**config.mk**
```make
export PLATFORM = sky130hd
export DESIGN_NAME = adder_sat_stage
export DESIGN_NICKNAME = d
export VERILOG_FILES = /design/src/rtl/adder_sat_stage.sv
export SDC_FILE = /design/constraint.sdc
export NUM_CORES = 1
export LEC_CHECK = 0
export CORE_UTILIZATION = 37
export DETAILED_ROUTE_END_ITERATION = 10
export HOLD_SLACK_MARGIN = 0.05
export PLACE_DENSITY = 0.7
export SLEW_MARGIN = 20
export SYNTH_ARGS = -nofsm -noshare
export SYNTH_HDL_FRONTEND = slang
export SYNTH_SLANG_ARGS = --single-unit
export TNS_END_PERCENT = 10
```
**constraint.sdc**
```tcl
create_clock -name clk -period 1.8 [get_ports clk]
set_input_delay 0.36 -clock clk [delete_from_list [all_inputs] [get_ports clk]]
set_output_delay 0.36 -clock clk [all_outputs]
set_load 0.05 [all_outputs]
```
**src/rtl/adder_sat_stage.sv**
```systemverilog
// Saturating post-adder stage: clamps overflowed sums and buffers them in a 2-entry valid/ready FIFO.
// Optional overflow event counters are enabled with `define ADDER_SAT_STAGE_CNT_EN.
//
// state | meaning
// EMPTY | no entries buffered
// ONE   | one entry at head
// FULL  | two entries, upstream stalled
module adder_sat_stage #(
    parameter int WIDTH = 4,
    parameter int CNT_W = 8
) (
    input  logic             clk,
    input  logic             rst_n,
    input  logic             in_valid,
    output logic             in_ready,
    input  logic [WIDTH-1:0] sum,
    input  logic             ovf_pos,
    input  logic             ovf_neg,
    output logic             out_valid,
    input  logic             out_ready,
    output logic [WIDTH-1:0] out_data,
    output logic             out_sat,
    output logic [CNT_W-1:0] pos_cnt,
    output logic [CNT_W-1:0] neg_cnt
);

    typedef enum logic [1:0] {
        EMPTY = 2'd0,
        ONE   = 2'd1,
        FULL  = 2'd2
    } state_t;

    state_t           state_q, state_d;
    logic             in_ready_q;
    logic             out_valid_q;
    logic             wr_ptr_q;
    logic             rd_ptr_q;
    logic [WIDTH-1:0] mem_data_q [2];
    logic             mem_sat_q  [2];

    logic             push;
    logic             pop;
    logic [WIDTH-1:0] sat_data;
    logic             sat_flag;

    assign push = in_valid && in_ready_q;
    assign pop  = out_valid_q && out_ready;

    // Negative overflow takes priority when both flags are (illegally) set.
    always_comb begin
        sat_data = sum;
        sat_flag = 1'b0;
        if (ovf_neg) begin
            sat_data = {1'b1, {(WIDTH-1){1'b0}}};
            sat_flag = 1'b1;
        end else if (ovf_pos) begin
            sat_data = {1'b0, {(WIDTH-1){1'b1}}};
            sat_flag = 1'b1;
        end
    end

    always_comb begin
        state_d = state_q;
        case (state_q)
            EMPTY: if (push) state_d = ONE;
            ONE: begin
                if (push && !pop)      state_d = FULL;
                else if (pop && !push) state_d = EMPTY;
            end
            FULL:    if (pop) state_d = ONE;
            default: state_d = EMPTY;
        endcase
    end

    // Handshake flags are registered from the next state so in_ready never sees out_ready combinationally.
    always_ff @(posedge clk or negedge rst_n) begin
        if (!rst_n) begin
            state_q     <= EMPTY;
            in_ready_q  <= 1'b1;
            out_valid_q <= 1'b0;
            wr_ptr_q    <= 1'b0;
            rd_ptr_q    <= 1'b0;
            for (int i = 0; i < 2; i++) begin
                mem_data_q[i] <= '0;
                mem_sat_q[i]  <= 1'b0;
            end
        end else begin
            state_q     <= state_d;
            in_ready_q  <= (state_d != FULL);
            out_valid_q <= (state_d != EMPTY);
            if (push) begin
                mem_data_q[wr_ptr_q] <= sat_data;
                mem_sat_q[wr_ptr_q]  <= sat_flag;
                wr_ptr_q             <= ~wr_ptr_q;
            end
            if (pop) begin
                rd_ptr_q <= ~rd_ptr_q;
            end
        end
    end

    assign in_ready  = in_ready_q;
    assign out_valid = out_valid_q;
    assign out_data  = mem_data_q[rd_ptr_q];
    assign out_sat   = mem_sat_q[rd_ptr_q];

`ifdef ADDER_SAT_STAGE_CNT_EN
    logic [CNT_W-1:0] pos_cnt_q;
    logic [CNT_W-1:0] neg_cnt_q;

    // Counters stick at all-ones rather than wrapping.
    always_ff @(posedge clk or negedge rst_n) begin
        if (!rst_n) begin
            pos_cnt_q <= '0;
            neg_cnt_q <= '0;
        end else if (push) begin
            if (ovf_neg) begin
                if (neg_cnt_q != {CNT_W{1'b1}}) neg_cnt_q <= neg_cnt_q + 1'b1;
            end else if (ovf_pos) begin
                if (pos_cnt_q != {CNT_W{1'b1}}) pos_cnt_q <= pos_cnt_q + 1'b1;
            end
        end
    end

    assign pos_cnt = pos_cnt_q;
    assign neg_cnt = neg_cnt_q;
`else
    assign pos_cnt = '0;
    assign neg_cnt = '0;
`endif

endmodule

```
==> out/results.ini <==
[power_and_ir_drop]
peakVddDrop_mv = 0.9994
power-per-cell-area_nw_per_um2 = 1882
p_leak_nw = 0.4795

[timing]
min_period_ns = 1.648
finClkSkew_ns = 0.002314
rsz0062_at_grt = false
hold_viol_final = 0
setup_slack_ns = 0.1520
drv_slew = 0
setup_tns_ns = 0
max_clock_freq_mhz = 606.8
setup_viol = 0
fin_crit_sh = 0.9156

[finish]
layout-drive-gt1-share = 0.2673
syn_to_final_growth_pct = 18.18
final_common_cell = conb_1
diodes = 0
nets = 112
layout_common_cells = 16 x conb_1, 14 x nand2_1, 14 x dfrtp_1, 9 x clkdlybuf4s50_1

[global_routing]
grt_pass1_vias = 524
grt_overflow = 0
antenna_found_initial = 0
grt_pass1_wl_um = 2332
grtUsageTotal = 0.1263
grt_start_max_net_pins = 17

[synth]
yosysSeqAreaShare = 0.4707
ys_ff_latch = 16
syn_area_per_cell_sq_um = 10.28
syn-cell-area_sq_um = 853.3
synth_cell_type_count = 24
ys_warn_count = 0
syn_inst = 83

[place]
gp_congestion = 0.7422
pre_cts_slack_ns = 0.1029
portBuffers = 16
place_hpwl_um = 988

[worst_setup_path]
worst-path-buf-inv = 1
cp_top_family = flip-flops
crit_required_ns = 1.44
worstSetupPathType = reg2out
path_max_fanout = 6
cp-end-kind = output port
cpMaxStageDelayCell = dfrtp_2
path_cells = mux2_2, buf_4
slowest_delay_ns = 0.46
critPathArrivalTime_ns = 1.29
start_kind = flip-flop

[routing]
route.detailed.drc = 0
dr.pass1.iters = 4
via_count = 585
routed_wirelength_um = 1329
drtIter0Drc = 5
viasPerCell = 4.535
wl_per_cell_um = 10.30
postRouteAntennaNets = 0

[floorplanning]
ios = 33
dieWidth_um = 50.03
start_util = 0.3895
fp.dieArea_sq_um = 2503
design.core.area_sq_um = 2191
rows = 17
die_h_um = 50.03

[min_path]
hp-class = in2async

[clock_tree]
cts-root-buf = clkbuf_4
cts_buffer_depth = 2
clkTransAtPathRegs_ns = 0.09
worstSkewPairLatency_ns = 0.28
cts_tree = built
clock-sinks = 16
cts_inserted_buffers = 3
htree_levels = 1

[job]
maxCapViolCount = 0

[status]
status = finished, final reports clean

Yosys cell counts (all sizes together):
master | count | share of area
a211o | 1 | 0.010
buf | 18 | 0.16
o21bai | 3 | 0.026
and2 | 1 | 0.0073
nand2b | 1 | 0.0073
dfstp | 1 | 0.031
inv | 1 | 0.0044
a21oi | 1 | 0.0059
nand2 | 16 | 0.076
mux2 | 5 | 0.066
nand4b | 2 | 0.021
o21ai | 11 | 0.082
nor2 | 1 | 0.0044
nand3 | 1 | 0.012
nand3b | 1 | 0.0088
xnor2 | 1 | 0.010
a21boi | 1 | 0.0088
dfrtp | 15 | 0.44
conb | 1 | 0.0044
o211ai | 1 | 0.015
final cells by class:
cell class,count,area [sq um]
fillers,220,1182
flip-flops and latches,16,402.9
multi-input cells,63,367.9
repair buffers,17,162.7
clock buffers,4,36.28
well taps,28,35.03
inverters,1,3.754
where the power goes:
part	switching (mW)	total [mW]	internal, mW
clock	0.109	0.232	0.123
sequential	0.131	0.666	0.535
combinational	0.642	1.00	0.358
total	0.882	1.90	1.02
routing by layer:
metal	routed length, um	vias to the layer above	part of all wire	track usage
met5	0	-	0	0
met2	550	34	0.41	0.1844
li1	-	285	-	-
met3	131	2	0.099	0.05556
met4	5	0	0.0038	0.02857
met1	641	264	0.48	0.1699
kinds of logic (layout without fill, tap and decap cells):
| family | Yosys count | count (layout) | share of synthesized area |
|---|---|---|---|
| buffers and inverters | 19 | 22 | 0.1642 |
| other | 1 | 16 | 0.004395 |
| DFF | 16 | 16 | 0.4707 |
| xor gates and xnor gates | 1 | 1 | 0.01027 |
| muxes | 5 | 5 | 0.06598 |
| AOI/OAI and AO/OA | 18 | 18 | 0.1481 |
| and+or+nand+nor | 23 | 23 | 0.1364 |
final timing paths:
| check | depth (start not counted) | start | to | slack [ns] |
|---|---|---|---|---|
| max in group asynchronous | 2 | rst_n | in_ready | 1.16 |
| hold / removal | 2 | rst_n | mem_data_q[0] | 0.39 |
| hold reg to reg | 2 | mem_data_q[1] | mem_data_q[1] | 0.48 |
| setup reg to reg | 3 | in_ready | mem_data_q[7] | 0.45 |
| setup / recovery | 2 | rd_ptr_q | out_data[1] | 0.15 |
| min in group clk | 2 | mem_data_q[1] | mem_data_q[1] | 0.48 |
flip-flops by register name, summed over array words and instances (netlist names):
signal and count:
mem_data_q 8, mem_sat_q 2, state_q 2, in_ready 1, out_valid 1, rd_ptr_q 1, wr_ptr_q 1
timing repair:
item	in CTS	in global routing
resized for setup	0	1
setup endpoints to repair	0	3
setup buffers	0	0
hold endpoints to repair	0	0
hold buffers	0	0
stage by stage:
stage	std cells	instance area [sq um]	power [mW]	utilization	hold slack, ns
final	129	1008	1.898	0.4603	0.3927
after global routing	129	1008	2.025	0.4603	0.4057
after CTS	129	1007	1.917	0.4597	0.3920
after floorplan	98	909.6	1.458	-	0.06441
after global placement	125	970.9	1.664	0.4432	0.4596
after detailed placement	125	970.9	1.677	0.4432	0.4652
Power figures use the tool's default switching activity.
